===== src/rtl/pipe_skid_stage.sv =====
// pipe_skid_stage: two-entry skid pipeline register (in_*/out_* valid-ready, flush, stall/bubble counters, active-low sync reset)
module pipe_skid_stage #(
  parameter int WIDTH = 32,
  parameter logic [WIDTH-1:0] NOP_VALUE = {WIDTH{1'b0}},
  parameter int CNT_W = 16
) (
  input  logic             clk,
  input  logic             reset,
  input  logic             in_valid,
  output logic             in_ready,
  input  logic [WIDTH-1:0] in_data,
  input  logic             flush,
  output logic             out_valid,
  input  logic             out_ready,
  output logic [WIDTH-1:0] out_data,
  input  logic             cnt_clr,
  output logic [CNT_W-1:0] stall_cnt,
  output logic [CNT_W-1:0] bubble_cnt
);
  typedef enum logic [1:0] {EMPTY, BUSY, FULL} state_t;
  state_t state, state_n;
  logic [WIDTH-1:0] main_q, skid_q, main_n, skid_n;
  logic in_fire, out_fire;
  assign in_ready  = state != FULL;
  assign out_valid = state != EMPTY;
  assign out_data  = main_q;
  always_comb begin
    in_fire  = in_valid & in_ready;
    out_fire = out_valid & out_ready;
    state_n  = flush ? EMPTY :
               state == EMPTY ? (in_fire ? BUSY : EMPTY) :
               state == BUSY  ? (in_fire & !out_fire ? FULL : !in_fire & out_fire ? EMPTY : BUSY) :
               (out_fire ? BUSY : FULL);
    main_n   = flush ? NOP_VALUE :
               state == EMPTY ? (in_fire ? in_data : main_q) :
               state == BUSY  ? (in_fire & out_fire ? in_data : out_fire ? NOP_VALUE : main_q) :
               (out_fire ? skid_q : main_q);
    skid_n   = flush ? NOP_VALUE :
               state == BUSY && in_fire && !out_fire ? in_data :
               state == FULL && out_fire ? NOP_VALUE : skid_q;
  end
  always_ff @(posedge clk) begin
    if (!reset) begin
      state  <= EMPTY;
      main_q <= NOP_VALUE;
      skid_q <= NOP_VALUE;
    end else begin
      state  <= state_n;
      main_q <= main_n;
      skid_q <= skid_n;
    end
  end
  always_ff @(posedge clk) begin
    if (!reset || cnt_clr) begin
      stall_cnt  <= '0;
      bubble_cnt <= '0;
    end else begin
      if (out_valid && !out_ready && stall_cnt != {CNT_W{1'b1}}) stall_cnt <= stall_cnt + 1'b1;
      if (!out_valid && out_ready && bubble_cnt != {CNT_W{1'b1}}) bubble_cnt <= bubble_cnt + 1'b1;
    end
  end
endmodule


===== config.mk =====
export PLATFORM = sky130hd
export DESIGN_NAME = pipe_skid_stage
export DESIGN_NICKNAME = d
export VERILOG_FILES = /design/src/rtl/pipe_skid_stage.sv
export SDC_FILE = /design/constraint.sdc
export NUM_CORES = 1
export LEC_CHECK = 0
export BUFFER_PORTS_ARGS = -buffer_cell sky130_fd_sc_hd__buf_4
export CAP_MARGIN = 30
export CORE_AREA = 2 2 92 94
export DETAILED_ROUTE_END_ITERATION = 16
export DIE_AREA = 0 0 94 96
export PLACE_DENSITY = 0.82
export SLEW_MARGIN = 20
export SYNTH_ARGS = -nofsm -noshare
export SYNTH_HDL_FRONTEND = slang
export SYNTH_SLANG_ARGS = --single-unit

===== constraint.sdc =====
create_clock -name clk -period 2 [get_ports clk]
set_input_delay 0.1 -clock clk [delete_from_list [all_inputs] [get_ports clk]]
set_output_delay 0.1 -clock clk [all_outputs]
set_load 0.03 [all_outputs]

# Word-level counts from Yosys, hierarchy flattened
# Cells that the tools add are included.
# Widths: inputs -> output; s select.
[totals]
regBits = 98
inputBits = 38
out_inout_bits = 66
word_cells = 53
[classes]
n_addsub = 2
eq_ne = 6
n_mux = 14
bitwise = 6
reduce_logical = 20
[ops]
columns = ["cell", "n"]
rows = [
  ["$mux 32", 8],
  ["$add 16x1->16 const B", 2],
  ["$ne 16x16->1 const B", 2],
  ["$mux 2", 4],
  ["$logic_and 1x1->1", 7],
  ["$reduce_bool 3->1", 2],
  ["$and 1x1->1", 5],
  ["$logic_not 1->1", 5],
  ["$ne 2x2->1 const B", 2],
  ["$reduce_bool 2->1", 2],
  ["$reduce_and 3->1", 1],
  ["$eq 2x1->1 const B", 1],
  ["$eq 2x2->1 const B", 1],
  ["$logic_not 2->1", 1],
  ["$mux 1", 2],
  ["$reduce_or 2->1", 1],
  ["$logic_or 1x1->1", 1],
  ["$not 1->1", 1],
]

# Longest topological paths before layout
# Gate-level depths: netlist of the first run.
[logic_depth]
ltp_word = 8
mapped_depth = 7
ltp_nobuf = 6

# Worst setup path after synthesis of the first run
# OpenSTA, ideal clock, no wires.
[synth_path]
path_kind = "flip-flop to flip-flop"
startpoint = "reg stall_cnt[0]"
endpoint = "reg stall_cnt[7]"
setup_time_ns = 0.121
t_arrival_ns = 1.913
slack_ns = -0.034
stages_incl_launch_ff = 7
period_less_slack_ns = 2.034
path_cell_list = "dfxtp_1 -> ha_1 -> nand2_1 -> nor3_4 -> a21oi_1 -> nand3_1 -> mux2_2"
[synth_between]
elab_chain_len = 2
[synth_lines]
columns = ["item", "line_no", "text"]
rows = [
  ["start: declaration", "17", "output logic [CNT_W-1:0] stall_cnt,"],
  ["start signal: assignment", "58", "if (out_valid && !out_ready && stall_cnt != {CNT_W{1'b1}}) stall_cnt <= stall_cnt + 1'b1;"],
  ["branches (longest 2 deep; another with $add 16x1->16)", "-", ""],
]
# Several ways; the timed one is not identified.
# A chain may end at the register's enable or synchronous reset.

# Worst setup path after layout of the first run
[layout_path]
startpoint = "reg bubble_cnt[0]"
endpoint = "reg bubble_cnt[13]"
[layout_between]
elab_chain_len = 2
[layout_lines]
columns = ["item", "line_no", "text"]
rows = [
  ["start: declaration", "18", "output logic [CNT_W-1:0] bubble_cnt"],
  ["start signal: assignment", "59", "if (!out_valid && out_ready && bubble_cnt != {CNT_W{1'b1}}) bubble_cnt <= bubble_cnt + 1'b1;"],
  ["branches (longest 2 deep; another with $add 16x1->16)", "-", ""],
]
# Several ways; the timed one is not identified.

==> results of run 1 <==
power by group through the flow:
| stage | Clock [W] | Sequential (W) | Combinational, W |
|---|---|---|---|
| finish | 0.00120 | 0.00202 | 0.000429 |
| global route | 0.00130 | 0.00202 | 0.000467 |
| CTS | 0.00123 | 0.00202 | 0.000430 |
| detailed placement | 0 | 0.00206 | 0.000419 |
| global placement | 0 | 0.00206 | 0.000412 |
| floorplan | 0 | 0.00213 | 0.000180 |
metal layers:
| layer | up-vias | GRT usage | wire, um |
|---|---|---|---|
| met5 | - | 0 | 0 |
| met4 | 0 | 0.0906 | 174 |
| met3 | 17 | 0.0376 | 606 |
| met2 | 135 | 0.349 | 4690 |
| met1 | 1714 | 0.272 | 4200 |
| li1 | 1849 | - | - |
path summary, 6_finish.rpt:
kind / to / startpoint / depth (start not counted)
max: bubble_cnt[13]$_SDFFE_PP0P_ / bubble_cnt[0]$_SDFFE_PP0P_ / 6
min: skid_q[25]$_SDFFE_PP0P_ / in_data[25] / 3
max reg2reg: bubble_cnt[13]$_SDFFE_PP0P_ / bubble_cnt[0]$_SDFFE_PP0P_ / 6
min reg2reg: out_data[7]$_SDFFE_PP0P_ / out_data[7]$_SDFFE_PP0P_ / 2
logic make-up (layout without fill, tap and decap cells):
group                    Yosys count  in the layout  synth area share
AO/OA/AOI/OAI                    119            119             0.213
XOR/XNOR                          26             26            0.0554
AND/OR/NAND/NOR                  167            167             0.199
flip-flops                        98             98             0.477
adder cells (fa/ha/maj)            2              2           0.00609
multiplexers                       4              4            0.0100
buffers and inverters             37            144            0.0396
flip-flops by register name, summed over array words and instances, names as in the netlist:
signal,count
bubble_cnt,16
out_data,32
skid_q,32
stall_cnt,16
state,2
repair_timing:
action / CTS / global route
hold endpoints to repair: 7 / 0
hold buffers: 7 / 0
gates resized for setup: 0 / 0
synth_stat cells, types with 2 or more instances:
library cell / n
nor2_1: 99
dfxtp_1: 98
a22oi_1: 64
a211oi_1: 36
clkbuf_1: 24
xnor2_1: 19
nand2_1: 14
nand3_1: 10
nand4_1: 10
a21oi_1: 9
and3_1: 7
xor2_1: 7
and4_1: 6
and2_1: 4
buf_2: 4
nor4_1: 4
a31oi_1: 3
buf_4: 3
inv_1: 3
mux2i_1: 3
nand2b_1: 3
nor3_1: 3
buf_1: 2
ha_1: 2
worst max-delay path: stages (launching register included):
cell and delay [ps]:
dfxtp_1 370, ha_1 230, and3_1 190, and3_1 280, nor4_1 410, xnor2_1 170, nor2_1 50
through the flow:
| stage | std cells | utilization |
|---|---|---|
| 6_report | 665 | 0.655 |
| 5_1_grt | 665 | 0.655 |
| 4_1_cts | 665 | 0.655 |
| 3_5_place_dp | 642 | 0.623 |
| 3_3_place_gp | 642 | 0.623 |
| 2_1_floorplan | 453 | - |
final cells by class:
| class | instances | area, sq um | area share |
|---|---|---|---|
| sequential | 98 | 1960 | 0.373 |
| timing repair buffer | 125 | 981 | 0.186 |
| multi-input combinational | 318 | 2000 | 0.379 |
| inverter | 3 | 11.3 | 0.00214 |
| clock inverter | 6 | 48.8 | 0.00925 |
| clock buffer | 10 | 138 | 0.0261 |
| tap | 105 | 131 | 0.0249 |
==> metrics.md, run 1 <==
| Metric | Value |
|---|---|
| WS Path Type | `reg -> reg` |
| Net Count, Synth | `493` |
| Slew Limit Fails | `0` |
| Clk_skew | `roughly 11 ps` |
| Via count | `3715` |
| CP required | `approximately 2200 ps` |
| Netlist cell types | `40` |
| Count of input and output buffers | `103` |
| Max Cap Viol | `0` |
| Layout area overhead | `28.3%` |
| Final worst-path cycle share | `0.911` |
| Sum Neg Setup Slack | `0 ps` |
| Final ANT Viol Nets | `0` |
| CTS buffer count | `9` |
| Vias/cell | `around 5.6` |
| Sinks on the clock net | `98` |
| Die area | `9020 sq um` |
| Hold Vio Cnt, Final | `0` |
| P_int | `0.00267 W` |
| H-Tree Depth | `3` |
| Post-synthesis sequential area ratio | `0.477` |
| First-pass GRT wire length | `about 15000 um` |
| Grt total ovfl | `0` |
| Remaining DRCs | `0` |
| Nets | `a little under 600` |
| Post CTS Setup Buffer Count | `0` |
| Final Cell Area | `5270 sq um` |
| Fmax | `about 550 MHz` |
| Synth top area cells | `dfxtp_1, a22oi_1, nor2_1` |
| Floorplan row count | `33` |
| Synth area leader | `dfxtp_1` |
| WP data arrival | `approximately 2100 ps` |
| Worst-path maximum fanout | `9` |
| Synthesized area | `just over 4000 sq um` |
| Starting Density | `0.510` |
| Psw | `between 0.0009 and 0.001 W` |
| Period minus WS final | `approximately 1800 ps` |
| Sw frac | `0.267` |
| Clock-pin slew on the worst setup and hold paths | `around 100 ps` |
| FFs w/ async S/R, synth | `0` |
| Final setup viols | `0` |
| CTS root buf | `clkbuf_8` |
| HPWL after DPL | `6820 um` |
| Element type at the critical path end | `register` |
| Cells after synthesis | `453` |
| EDFF count, synth | `0` |
| Pre-CTS WS | `~190 ps` |
| Top-area cell type share of the netlist area | `0.477` |
| Commonest non-fill, non-tap cell in the layout | `buf_4` |
| CTS tree | `done` |
| 1st-iter DRT viols | `189` |
| Fillcell total | `between 600 and 700` |
| Static Leak | `2.13 nW` |
| Worst setup SP type | `register` |
| Core area | `~8100 sq um` |
| Largest net degree at the start of global routing | `51` |
| Clock share of power | `0.329` |
| Slew @ Worst Pin | `between 800 and 900 ps` |
| PnR worst setup slack | `between 150 and 200 ps` |
| Pwr Total | `between 0.003 and 0.004 W` |
| Clk_lat worst skew | `approximately 360 ps` |
| Hold Path Class | `in -> reg` |
| Flip-flop and latch count after synthesis | `about 100` |
| Synthesized area per cell | `roughly 9 sq um` |
| Status | `finished, final reports clean` |
| Max clock buf depth | `2` |
| Rel. slew slack | `0.463` |
| Top FF cell, synth | `dfxtp_1` |
| Yosys warns | `0` |
| RSZ-0062 raised after global routing | `false` |
| Peak supply drop | `0.390 mV` |
| Global Route Usage Sum | `0.211` |
| Die height | `between 90 and 100 um` |
| Proportion of layout cells with a drive suffix above 1 | `0.264` |
| R2R setup slack | `approximately 180 ps` |
| Vias in the first global route | `3248` |
| Hold slack | `14.0 ps` |
| Die width | `between 90 and 100 um` |
| PD cells | `slightly below 700 nW/um^2` |
| Combinational share of power | `0.118` |
| Drt first pass iters | `5` |
| Total I/O pin count | `about 100` |
| Reg power frac | `0.553` |
| Routability Congestion | `approximately 0.85` |
| Antenna diodes | `0` |
| Commonest non-fill, non-tap cells in the layout | `buf_4, nor2_1, dfxtp_1` |
| Placed Area | `around 5000 sq um` |
| Routed length per instance | `around 15 um` |
| Final WL | `approximately 9700 um` |
| Initial antenna violation count | `0` |
Power figures use the tool's default switching activity.
==> run 2: changes to the inputs <==
- REMOVE_ABC_BUFFERS: default -> 1
==> run 2 against run 1 <==
Worst hold slack worse by 7.2 ps; register-to-register slack hardly changed; routed wire length is 3.3% higher; largest power group unchanged.
==> metrics.md, run 2 (synthesized netlist as in run 1, its figures left out) <==
| Metric | Value |
|---|---|
| Status | `finished, final reports clean` |
| Nets | `611 (+2.7%)` |
| Vias/cell | `5.57 (-0.30%)` |
| FF+latch area | `1960 sq um (about the same)` |
| Post CTS Setup Buffer Count | `0 (unchanged)` |
| Routability Congestion | `0.851 (+0.64%)` |
| WS Path Type | `reg -> reg` |
| Global Route Usage Sum | `0.221 (+0.0107)` |
| Clk_lat worst skew | `370 ps (about the same)` |
| Routed length per instance | `14.7 um (+0.85%)` |
| Fmax | `547 MHz (-0.29%)` |
| Total I/O pin count | `104 (unchanged)` |
| 1st-iter DRT viols | `196 (+3.7%)` |
| Grt total ovfl | `0 (unchanged)` |
| Layout area overhead | `32.8%` |
| Worst setup SP type | `register` |
| Clk_skew | `11.6 ps (+1.11 ps)` |
| PD cells | `684 nW/um^2 (-1.1%)` |
| Non-filler cells, final | `681 (+2.4%)` |
| Sinks on the clock net | `98 (unchanged)` |
| Final ANT Viol Nets | `0 (unchanged)` |
| Count of input and output buffers | `103 (unchanged)` |
| Placed Cells | `638 (-0.62%)` |
| Worst r2r src | `stall_cnt[1]$_SDFFE_PP0P_` |
| Via count | `3793 (+2.1%)` |
| Clock-pin slew on the worst setup and hold paths | `100 ps (about the same)` |
| Placed Area | `4990 sq um (-0.45%)` |
| Final setup viols | `0 (unchanged)` |
| Core area | `8050 sq um (unchanged)` |
| CTS buffer count | `9 (unchanged)` |
| Commonest non-fill, non-tap cells in the layout | `buf_4, nor2_1, dfxtp_1` |
| Cells on Worst Hold Path | `3 (unchanged)` |
| Slew Limit Fails | `0 (unchanged)` |
| Final WL | `9990 um (+3.3%)` |
| RSZ-0062 raised after global routing | `false` |
| CTS root buf | `clkbuf_8` |
| Antenna diodes | `0 (unchanged)` |
| Peak supply drop | `0.539 mV (+38%)` |
| Max Cap Viol | `0 (unchanged)` |
| R2R setup slack | `170 ps (about the same)` |
| Min-Delay Startpoint | `in_data[21]` |
| H-Tree Depth | `3 (unchanged)` |
| Slew @ Worst Pin | `879 ps (+76.1 ps)` |
| Rel. slew slack | `0.414 (-0.0490)` |
| Post_cts resized | `0 (unchanged)` |
| Commonest non-fill, non-tap cell in the layout | `buf_4` |
| Vias in the first global route | `3417 (+5.2%)` |
| Crit path from | `stall_cnt[1]$_SDFFE_PP0P_` |
| Starting Density | `0.510 (unchanged)` |
| Max clock buf depth | `2 (unchanged)` |
| Hold Path Class | `in -> reg` |
| Floorplan row count | `33 (unchanged)` |
| Worst-path maximum fanout | `7 (-2)` |
| CTS Hold Buffers Added | `27 (+20)` |
| CP required | `2250 ps (about the same)` |
| Hold Vio Cnt, Final | `0 (unchanged)` |
| Largest net degree at the start of global routing | `65 (+27%)` |
| Fillcell total | `632 (-5.7%)` |
| WP data arrival | `2080 ps (+20 ps)` |
| Path depth of the worst reg2reg path | `6 (unchanged)` |
| CTS tree | `done` |
| Remaining DRCs | `0 (unchanged)` |
| Static Leak | `2.20 nW (+3.5%)` |
| Drt first pass iters | `5 (unchanged)` |
| Die height | `96 um (unchanged)` |
| Die area | `9020 sq um (unchanged)` |
| Final worst-path cycle share | `0.913 (+0.00265)` |
| First-pass GRT wire length | `16000 um (+6.0%)` |
| Initial antenna violation count | `0 (unchanged)` |
| Multi-input gate area | `2010 sq um (+0.44%)` |
| HPWL after DPL | `6460 um (-5.4%)` |
| Final Cell Area | `5460 sq um (+3.5%)` |
| Element type at the critical path end | `register` |
| Proportion of layout cells with a drive suffix above 1 | `0.248 (-0.0160)` |
| Die width | `94 um (unchanged)` |
| Period minus WS final | `1830 ps (+5.30 ps)` |
-- run 2: cell types whose count changed in the layout (fill, tap and decap cells not counted), sizes merged --
cell	change
clkinv	+1
buf	-4
inv	+1
dlygate4sd3	+20
clkinvlp	-2
-- run 2: worst max-delay path, cell delays in order, from the launching register on --
cell	delay [ps]
dfxtp_1	490
ha_1	320
nand2_1	140
nor3_4	150
a21oi_1	150
nand3_1	130
mux2_2	340
-- run 2: per-stage QoR --
step	hold slack [ps]	worst slack (ps)	setup TNS (ps)	total power [W]	util
global route	13.5	38.1	0	0.00387	0.678
finish	6.77	173	0	0.00373	0.678
CTS	3.71	188	0	0.00375	0.678
floorplan	261	-994	-61000	0.00229	-
global placement	361	293	0	0.00247	0.620
detailed placement	368	206	0	0.00248	0.620
-- run 2: layout make-up --
class	instances	area share
clock inverters	6	0.0101
flip-flops and latches	98	0.360
clock buffers	10	0.0252
multi-input cells	318	0.368
inverters	3	0.00206
repair buffers	141	0.211
well taps	105	0.0241
-- run 2: metal layers --
| layer | GRT usage | vias to the layer above | part of all wire |
|---|---|---|---|
| li1 | - | 1884 | - |
| met2 | 0.360 | 119 | 0.48 |
| met3 | 0.0423 | 15 | 0.063 |
| met5 | 0 | - | 0 |
| met4 | 0.0761 | 0 | 0.012 |
| met1 | 0.297 | 1775 | 0.45 |
-- run 2: where the power goes --
| part | total, W | internal (W) | switching [W] |
|---|---|---|---|
| logic | 0.000460 | 0.000205 | 0.000255 |
| registers | 0.00202 | 0.00199 | 0.0000256 |
| clock network | 0.00125 | 0.000513 | 0.000741 |
| total | 0.00373 | 0.00271 | 0.00102 |
-- run 2: path summary, 6_finish.rpt --
| kind | endpoint |
|---|---|
| max | stall_cnt[7]$_SDFFE_PP0P_ |
| min | skid_q[21]$_SDFFE_PP0P_ |
| max reg2reg | stall_cnt[7]$_SDFFE_PP0P_ |
| min reg2reg | out_data[24]$_SDFFE_PP0P_ |
==> run 3: changes to the inputs <==
- PLACE_DENSITY: 0.82 -> 0.79
==> run 3 against run 2 <==
Worst hold slack gained 5.5 ps; register-to-register slack better by 90 ps; core utilization decreased by 0.31 points; clock skew increased by 3.5 ps; critical path type unchanged.
==> metrics.md, run 3 (synthesized netlist as in run 1, its figures left out) <==
| Metric | Value |
|---|---|
| Status | `finished, final reports clean` |
| Final setup viols | `0 (unchanged)` |
| Drt first pass iters | `5 (unchanged)` |
| Worst-path maximum fanout | `64 (+57)` |
| Delay-heaviest family, CP | `compound AO/OA/AOI/OAI gates` |
| FF+latch area | `1960 sq um (about the same)` |
| Final WL | `10000 um (+0.52%)` |
| Hold slack | `12.3 ps (+5.52 ps)` |
| Cells on Worst Hold Path | `3 (unchanged)` |
| Worst path depth | `5 (-1)` |
| Remaining DRCs | `0 (unchanged)` |
| Hold Vio Cnt, Final | `0 (unchanged)` |
| Crit path cell chain | `o21bai_1 > o21a_2 > buf_12 > nor2_1 > a211oi_1` |
| Clock-pin slew on the worst setup and hold paths | `110 ps (about the same)` |
| Worst setup SP type | `register` |
| Antenna diodes | `0 (unchanged)` |
| Die height | `96 um (unchanged)` |
| Max incr delay on CP | `410 ps (-80 ps)` |
| CTS Hold Buffers Added | `23 (-15%)` |
| Post CTS Setup Buffer Count | `0 (unchanged)` |
| Proportion of layout cells with a drive suffix above 1 | `0.252 (+0.00391)` |
| Starting Density | `0.510 (unchanged)` |
| CTS root buf | `clkbuf_8` |
| Clk_lat worst skew | `370 ps (about the same)` |
| CTS buffer count | `9 (unchanged)` |
| Clk_skew | `15.1 ps (+3.48 ps)` |
| Period minus WS final | `1740 ps (-86.9 ps)` |
| Placed Cells | `641 (+0.47%)` |
| Largest net degree at the start of global routing | `65 (unchanged)` |
| Routability Congestion | `0.772 (-9.3%)` |
| Final Util | `0.675 (-0.00311)` |
| Final ANT Viol Nets | `0 (unchanged)` |
| Post_cts resized | `0 (unchanged)` |
| Core area | `8050 sq um (unchanged)` |
| Placed Area | `5010 sq um (+0.25%)` |
| Slew @ Worst Pin | `747 ps (-132 ps)` |
| Path depth of the worst reg2reg path | `5 (-1)` |
| Max Cap Viol | `0 (unchanged)` |
| WP data arrival | `2010 ps (-70 ps)` |
| Sum Neg Setup Slack | `0 ps (unchanged)` |
| Rel. slew slack | `0.502 (+0.0881)` |
| Vias/cell | `5.56 (-0.14%)` |
| H-Tree Depth | `3 (unchanged)` |
| Hold Path Class | `in -> reg` |
| Routed length per instance | `14.8 um (+0.67%)` |
| Fmax | `575 MHz (+5.0%)` |
| Via count | `3782 (-0.29%)` |
| R2R setup slack | `260 ps (+90 ps)` |
| CP required | `2270 ps (+20 ps)` |
| Count of input and output buffers | `103 (unchanged)` |
| Commonest non-fill, non-tap cells in the layout | `buf_4, nor2_1, dfxtp_1` |
| RSZ-0062 raised after global routing | `false` |
| Die width | `94 um (unchanged)` |
| Multi-input gate area | `2000 sq um (-0.44%)` |
| Final Cell Area | `5430 sq um (-0.46%)` |
| Global Route Usage Sum | `0.228 (+0.00650)` |
| Vias in the first global route | `3631 (+6.3%)` |
| WS Path Type | `reg -> reg` |
| Grt total ovfl | `0 (unchanged)` |
| Die area | `9020 sq um (unchanged)` |
| HPWL after DPL | `6640 um (+2.8%)` |
| First-pass GRT wire length | `16400 um (+2.1%)` |
| Sinks on the clock net | `98 (unchanged)` |
| Nets | `610 (-0.16%)` |
| Slowest CP cell | `o21bai_1` |
| Initial antenna violation count | `0 (unchanged)` |
| CTS tree | `done` |
| Non-filler cells, final | `680 (-0.15%)` |
| Peak supply drop | `0.365 mV (-32%)` |
| Slew Limit Fails | `0 (unchanged)` |
| PD cells | `684 nW/um^2 (about the same)` |
| Commonest non-fill, non-tap cell in the layout | `buf_4` |
| Static Leak | `2.20 nW (-0.22%)` |
| Floorplan row count | `33 (unchanged)` |
| Element type at the critical path end | `register` |
| Worst Path Buf+Inv | `1 (+1)` |
| Total I/O pin count | `104 (unchanged)` |
| Layout area overhead | `32.2%` |
| 1st-iter DRT viols | `154 (-21%)` |
| Fillcell total | `644 (+1.9%)` |
| Max clock buf depth | `2 (unchanged)` |
| Final worst-path cycle share | `0.870 (-0.0435)` |
[run 3: cell count changes in the layout (fill, tap and decap cells not counted), sizes merged]
cell         delta
clkinv          +1
inv             -1
dlygate4sd3     -4
buf             +3
[run 3: power breakdown]
group	switching (W)	internal, W
clock network	0.000723	0.000515
logic	0.000256	0.000203
registers	0.0000256	0.00199
total	0.00100	0.00271
[run 3: area by class of cell]
cell class | instances | area share
tap | 105 | 0.0242
multi-input combinational | 318 | 0.368
timing repair buffer | 140 | 0.209
clock buffer | 10 | 0.0253
clock inverter | 6 | 0.0106
sequential | 98 | 0.361
inverter | 3 | 0.00207
[run 3: routing by layer]
metal	part of all wire	track usage	vias up
met4	0.013	0.0918	0
met5	0	0	-
met3	0.050	0.0407	10
met1	0.44	0.280	1788
li1	-	-	1885
met2	0.50	0.396	99
[run 3: final timing paths]
kind                            startpoint                  endpoint
setup / recovery       state[1]$_SDFF_PP0_  out_data[9]$_SDFFE_PP0P_
hold / removal                 in_data[24]   skid_q[24]$_SDFFE_PP0P_
setup reg to reg       state[1]$_SDFF_PP0_  out_data[9]$_SDFFE_PP0P_
hold reg to reg   out_data[4]$_SDFFE_PP0P_  out_data[4]$_SDFFE_PP0P_
[run 3: stage by stage]
stage | setup WS (ps) | total power (W)
2_1_floorplan | -994 | 0.00229
6_report | 260 | 0.00371
5_1_grt | 91.5 | 0.00389
4_1_cts | 268 | 0.00374
3_3_place_gp | 349 | 0.00247
3_5_place_dp | 282 | 0.00248
[run 3: tightest hold or removal path: cells and delay by family]
kind | cells | cell delay, ps
buffers and inverters | 1 | 90
and+or+nand+nor | 1 | 80
AOI/OAI and AO/OA | 1 | 70
